<file path="config.mk">
export PLATFORM = sky130hd
export DESIGN_NAME = sigmoid_arbiter
export DESIGN_NICKNAME = d
export VERILOG_FILES = /design/src/rtl/sigmoid_arbiter.sv
export SDC_FILE = /design/constraint.sdc
export NUM_CORES = 1
export LEC_CHECK = 0
export CAP_MARGIN = 20
export CORE_UTILIZATION = 42
export DETAILED_ROUTE_END_ITERATION = 10
export MAX_ROUTING_LAYER = met4
export PLACE_DENSITY = 0.88
export SYNTH_ARGS = -nofsm -noshare
export SYNTH_HDL_FRONTEND = slang
export SYNTH_SLANG_ARGS = --single-unit
export TNS_END_PERCENT = 30
</file>
<file path="constraint.sdc">
create_clock -name clk -period 3 [get_ports clk]
set_clock_uncertainty 0.15 [all_clocks]
set_input_delay 0.45 -clock clk [delete_from_list [all_inputs] [get_ports clk]]
set_output_delay 0.45 -clock clk [all_outputs]
set_load 0.03 [all_outputs]
</file>
<file path="src/rtl/sigmoid_arbiter.sv">
// Two-requester round-robin front end for a bank of shared sigmoid units. It issues one
// operand per cycle and returns tagged results in order, switching implementation only when drained.
module sigmoid_arbiter #(
  parameter int unsigned LAT = 1,
  parameter int unsigned DW  = 8
) (
  input  logic          clk,
  input  logic          reset,
  input  logic          a_valid,
  input  logic [DW-1:0] a_x,
  output logic          a_ready,
  input  logic          b_valid,
  input  logic [DW-1:0] b_x,
  output logic          b_ready,
  output logic          a_rsp_valid,
  output logic          b_rsp_valid,
  output logic [DW-1:0] rsp_y,
  output logic [DW-1:0] unit_x,
  output logic [1:0]    unit_sel,
  input  logic [DW-1:0] y_pw,
  input  logic [DW-1:0] y_lut,
  input  logic [DW-1:0] y_poly,
  input  logic          cfg_valid,
  input  logic [1:0]    cfg_sel,
  output logic          cfg_ready,
  output logic          busy
);

  typedef enum logic [0:0] {StRun, StDrain} state_e;

  state_e        state_q, state_d;
  logic          ptr_q, ptr_d;  // 1: A was granted last, so B has priority
  logic [LAT:0]  pipe_v_q, pipe_v_d;
  logic [LAT:0]  pipe_tag_q, pipe_tag_d;
  logic [DW-1:0] unit_x_q, unit_x_d;
  logic [DW-1:0] rsp_y_q, rsp_y_d;
  logic [DW-1:0] y_sel;
  logic [1:0]    unit_sel_q, unit_sel_d;
  logic          a_rsp_q, a_rsp_d, b_rsp_q, b_rsp_d;
  logic          cfg_ready_q, cfg_ready_d;
  logic          cfg_req, grant_en, drain_done, xfer_a, xfer_b;

  // A held cfg_valid is not a fresh request in the cycle its cfg_ready is shown.
  assign cfg_req = cfg_valid & ~cfg_ready_q;
  assign busy    = |pipe_v_q;

  always_ff @(posedge clk or posedge reset) begin
    if (reset) begin
      state_q <= StRun;
    end else begin
      state_q <= state_d;
    end
  end

  always_comb begin
    state_d = state_q;
    case (state_q)
      StRun:   if (cfg_req) state_d = StDrain;
      StDrain: if (!busy) state_d = StRun;
      default: state_d = StRun;
    endcase
  end

  always_comb begin
    grant_en   = (state_q == StRun) & ~cfg_req;
    drain_done = (state_q == StDrain) & ~busy;
    a_ready    = grant_en & a_valid & (~b_valid | ~ptr_q);
    b_ready    = grant_en & b_valid & (~a_valid | ptr_q);
  end

  always_comb begin
    xfer_a = a_valid & a_ready;
    xfer_b = b_valid & b_ready;

    ptr_d    = ptr_q;
    unit_x_d = unit_x_q;
    if (xfer_a) begin
      ptr_d    = 1'b1;
      unit_x_d = a_x;
    end else if (xfer_b) begin
      ptr_d    = 1'b0;
      unit_x_d = b_x;
    end

    pipe_v_d   = {pipe_v_q[LAT-1:0], xfer_a | xfer_b};
    pipe_tag_d = {pipe_tag_q[LAT-1:0], xfer_b};

    case (unit_sel_q)
      2'd1:    y_sel = y_lut;
      2'd2:    y_sel = y_poly;
      default: y_sel = y_pw;
    endcase

    rsp_y_d = pipe_v_q[LAT] ? y_sel : rsp_y_q;
    a_rsp_d = pipe_v_q[LAT] & ~pipe_tag_q[LAT];
    b_rsp_d = pipe_v_q[LAT] & pipe_tag_q[LAT];

    cfg_ready_d = drain_done;
    unit_sel_d  = unit_sel_q;
    if (drain_done && cfg_sel != 2'd3) unit_sel_d = cfg_sel;
  end

  always_ff @(posedge clk or posedge reset) begin
    if (reset) begin
      ptr_q       <= 1'b0;
      pipe_v_q    <= '0;
      pipe_tag_q  <= '0;
      unit_x_q    <= '0;
      rsp_y_q     <= '0;
      unit_sel_q  <= 2'd0;
      a_rsp_q     <= 1'b0;
      b_rsp_q     <= 1'b0;
      cfg_ready_q <= 1'b0;
    end else begin
      ptr_q       <= ptr_d;
      pipe_v_q    <= pipe_v_d;
      pipe_tag_q  <= pipe_tag_d;
      unit_x_q    <= unit_x_d;
      rsp_y_q     <= rsp_y_d;
      unit_sel_q  <= unit_sel_d;
      a_rsp_q     <= a_rsp_d;
      b_rsp_q     <= b_rsp_d;
      cfg_ready_q <= cfg_ready_d;
    end
  end

  assign unit_x      = unit_x_q;
  assign rsp_y       = rsp_y_q;
  assign unit_sel    = unit_sel_q;
  assign a_rsp_valid = a_rsp_q;
  assign b_rsp_valid = b_rsp_q;
  assign cfg_ready   = cfg_ready_q;

endmodule

</file>
== Word level (Yosys, flattened, before mapping) ==
Index checks and enable logic that the tools add are counted.

* Flip-flop bits (word level): 27
* Output and inout port bits: 24

* Equal/unequal tests: 3
* Mux-type cells: 8
* Bitwise logic cells: 22
* Reduce and logical (&&, ||, !) cells: 3

{| class="wikitable"
|+ Operators with widths
! cell !! count
|-
| 8-bit two-way mux || 2
|-
| 8-bit one-hot mux with 2 select lines || 1
|-
| 1-bit AND || 11
|-
| 1-bit inverter || 8
|-
| 1-bit two-way mux || 4
|-
| 1-bit OR || 3
|-
| 2-bit by 1-bit == test with 1-bit output, second input constant || 1
|-
| 2-bit == test, second input constant || 1
|-
| 2-bit inequality test, second input constant || 1
|-
| 1-bit one-hot mux with 2 select lines || 1
|-
| 2-bit nonzero test || 1
|-
| 2-bit OR reduction || 1
|-
| 1-bit logical AND || 1
|}

== Longest topological paths before layout ==
* Depth after elaboration: 9
* Gate-level depth with buffers: 6
* Gate-level depth less buffers: 5

== Least setup slack after synthesis ==
No wires, ideal clock.

* Path kind: input-to-output
* Start: in a_valid
* End: out a_ready
* Arrival time: 1.466 ns
* Required time: 2.400 ns
* Setup slack: 0.934 ns
* Stages on the path: 3
* Path through: a21bo_1 -> clkbuf_1 -> nor3_1

* Cells in the longest elaborated chain, start to end: 2

{| class="wikitable"
|+ Ends and longest elaborated chain
! item !! line !! text
|-
| start: declaration || 9 || <nowiki>input logic a_valid,</nowiki>
|-
| 1-bit AND (2 in series) || 67 || <nowiki>a_ready = grant_en & a_valid & (~b_valid | ~ptr_q);</nowiki>
|-
| end: declaration || 11 || <nowiki>output logic a_ready,</nowiki>
|}

No other way between the ends.

== Worst setup path after layout ==
* Start: in cfg_valid
* End: out b_ready

* Cells in the longest elaborated chain, start to end: 5

{| class="wikitable"
|+ Ends and longest elaborated chain
! item !! line !! text
|-
| start: declaration || 23 || <nowiki>input logic cfg_valid,</nowiki>
|-
| 1-bit AND || 44 || <nowiki>assign cfg_req = cfg_valid & ~cfg_ready_q;</nowiki>
|-
| 1-bit inverter || 65 || <nowiki>grant_en = (state_q == StRun) & ~cfg_req;</nowiki>
|-
| 1-bit AND || 65 ||
|-
| 1-bit AND (2 in series) || 68 || <nowiki>b_ready = grant_en & b_valid & (~a_valid | ptr_q);</nowiki>
|-
| end: declaration || 14 || <nowiki>output logic b_ready,</nowiki>
|}

No other way between the ends.

==> impl_metrics.ini <==
[yosys]
post_synthesis_register_bit_count = 27
synth_nets = 181
netlist_area_um2 = 1360
asyncSetResetFlopFracSynth = 1.00
synth.area.top_cells = sky130_fd_sc_hd__dfrtp_1 (50%), sky130_fd_sc_hd__a31oi_1 (8.3%), sky130_fd_sc_hd__mux2_2 (6.6%)
sequential_cell_area_fraction_in_the_yosys_report = 0.497
post_synth_num_cell_types = 29
avgSynthCellArea_um2 = 10.3
number_of_synthesized_flops_with_an_enable_pin = 0
syn-instance-count = 132
ys.warnings.count = 0
synth_top_area_frac = 0.497
yosys-top-cells-count = sky130_fd_sc_hd__dfrtp_1 (27), sky130_fd_sc_hd__a31oi_1 (18)
synth.most_common_cell = sky130_fd_sc_hd__dfrtp_1
synth_area_leader_cell = sky130_fd_sc_hd__dfrtp_1
ys_dominant_reg_cell = sky130_fd_sc_hd__dfrtp_1

[finish]
post_route_cells_drive_above_1_share = 0.0821
final_design_instance_area_without_fill_um2 = 2110
n_fill_cell = 262
design.final.nets = 245
area_growth_from_synthesis_to_layout_pct = 55.1
combined_area_of_the_multi_input_logic_cells_um2 = 602
n_antenna_cell = 0
sequential_cell_area_um2 = 676

[global_route]
grt_pass1_vias = 1302
gr-total-overflow = 0
initial_antenna_violation_count = 0
overall_global_routing_usage = 0.219
maximum_number_of_pins_on_one_net_before_global_route_repair = 28
grt_first_pass_wirelength_um = 5600

[placed_design]
port_buffers = 70
dp_hpwl_um = 2670
dpl_cell_area_um2 = 2050
final_estimated_routing_congestion_in_global_placement = 0.797

[floorplan]
dieHeight_um = 58.9
fp.coreArea_um2 = 3050
fp.dieArea_um2 = 3470
die_width_um = 58.9
floorplan.initialDensity = 0.445
io_pins = 71
placement_rows = 20

[worst_setup_path]
critPathCaptureType = output port
cp_data_arrival_time_ns = 2.20
worst_r2r_path_depth = 4
path_common_cell = sky130_fd_sc_hd__clkdlybuf4s50_1
worst_r2r_startpoint = unit_sel[0]
timing.critical_path.cells = clkdlybuf4s50_1 > nor2b_2 > nor2_1 > and3_1 > clkdlybuf4s50_1
worst_setup_path_start_kind = primary input
worst_ep_required_time_ns = 2.40
critical_path_class = in -> out
worst_path_largest_cell_delay_ns = 0.59
rrSetupSlack_ns = 1.31
crit_path_end = b_ready
timing.critical_path.from = cfg_valid
crit_fanout = 10
reg2reg_to = rsp_y[5]
cpMaxStageDelayCell = sky130_fd_sc_hd__clkdlybuf4s50_1

[sta]
slew-limit-headroom = 0.585
post-route-min-period_ns = 2.80
highest_attainable_clock_frequency_ghz = 0.357
tightest_slew_ns = 0.622
timing.final.hold_violations = 0
setup_repair_after_global_routing_missed_its_margin = false
layout_worst_path_cycle_share = 0.934
slew_violations = 0
final_count_of_negative_setup_slack_endpoints = 0
final.setup.tns_ns = 0

[routing]
drc = 0
via_count = 1303
routed_wire_length_um = 3390
ant_nets = 0
route.detailed.wl_per_inst_um = 14.2
drt_iter0_drc = 43
drtPass1Iterations = 4
via_per_inst = 5.45

[clock_tree]
clockRootBuffer = sky130_fd_sc_hd__clkbuf_4
clock_sink_count = 27
cts_setup_buffers = 0
clock_latency_ns = 0.32
clock_path_buffers = 2
tritoncts = built
cts.reportedPaths.clkPinSlew_ns = 0.15
cts_h_tree_depth = 1
tritoncts.num_buffers = 3

[power_and_ir_drop]
leakage_nw = 0.852
power_density_nw_per_um2 = 963
ir_worst_vdd_mv = 0.417

[min_path]
min_path_type = in -> async

[status]
run_status = completed

[flow_run]
maxCapViolations = 0
## what timing repair did
action / 4_1_cts / 5_1_grt
endpoints found under the setup margin: 1 / 0
hold buffers: 0 / 0
gates resized for setup: 1 / 0
## registers in the layout, summed over array words and instances (netlist names)
| register | flops |
|---|---|
| rsp_y | 8 |
| unit_x | 8 |
| pipe_tag_q | 2 |
| pipe_v_q | 2 |
| unit_sel | 2 |
| a_rsp_valid | 1 |
| b_rsp_valid | 1 |
| cfg_ready | 1 |
| ptr_q | 1 |
| state_q | 1 |
## worst min-delay path by stage
stage / end / cells after the start / slack, ns
after floorplan: pipe_tag_q[1] / 0 / 0.18
after global placement: pipe_tag_q[1] / 0 / 0.21
after detailed placement: pipe_tag_q[1] / 0 / 0.21
after CTS: pipe_tag_q[1] / 0 / 0.23
after global routing: b_rsp_valid / 2 / 0.14
final: rsp_y[0] / 2 / 0.15
## report_power, final
part	total, mW	switching, mW	internal [mW]
clock	0.155	0.105	0.0499
combinational	1.23	0.685	0.541
sequential	0.648	0.125	0.524
## cell families (layout without fill, tap and decap cells)
logic type | count (synthesis) | count (layout) | synth area share
compound gates | 46 | 46 | 0.226
fa+ha+maj | 2 | 2 | 0.0184
buf+inv | 17 | 80 | 0.0617
flops | 27 | 27 | 0.497
mux | 8 | 8 | 0.0663
simple gates | 32 | 32 | 0.131
## final cells by class
type / count / share of cell area
Clock buffer: 3 / 0.0107
Clock inverter: 1 / 0.00238
Timing Repair Buffer: 71 / 0.346
Multi-Input combinational cell: 88 / 0.286
Sequential cell: 27 / 0.321
Inverter: 5 / 0.00891
Tap cell: 44 / 0.0261
## placed cells by master (no fill, tap or decap), types with 2 or more instances in the layout
master / n
sky130_fd_sc_hd__ha_1: 2
sky130_fd_sc_hd__a22oi_1: 8
sky130_fd_sc_hd__nor2_1: 4
sky130_fd_sc_hd__clkdlybuf4s50_1: 70
sky130_fd_sc_hd__mux2_2: 8
sky130_fd_sc_hd__clkbuf_4: 3
sky130_fd_sc_hd__and3_1: 2
sky130_fd_sc_hd__a31oi_1: 18
sky130_fd_sc_hd__inv_1: 4
sky130_fd_sc_hd__o31ai_1: 8
sky130_fd_sc_hd__nand2_1: 8
sky130_fd_sc_hd__dfrtp_1: 27
sky130_fd_sc_hd__nand4_1: 8
sky130_fd_sc_hd__o21ai_1: 8
## worst max-delay path, delay by kind of cell
| kind | cells | cell delay [ns] |
|---|---|---|
| buffers and inverters | 2 | 1.06 |
| AND/OR/NAND/NOR | 3 | 0.69 |
## through the flow
stage          std cells  utilization  worst slack, ns  hold WS (ns)  total power, mW
2_1_floorplan        132            -            0.934         0.181             1.44
5_1_grt              239        0.690           0.0839         0.140             2.19
3_5_place_dp         234        0.671         -0.00227         0.215             1.88
3_3_place_gp         234        0.671           0.0317         0.214             1.84
6_report             239        0.690            0.199         0.151             2.03
4_1_cts              238        0.681            0.199         0.232             2.04
## per-layer routing
layer / track usage / routed length, µm / vias up
met4: 0.0884 / 13 / 0
met2: 0.380 / 1740 / 69
met5: - / 0 / -
met3: 0.0527 / 342 / 2
li1: - / - / 622
met1: 0.241 / 1290 / 610
No activity file was read; power rests on OpenSTA's default activity.
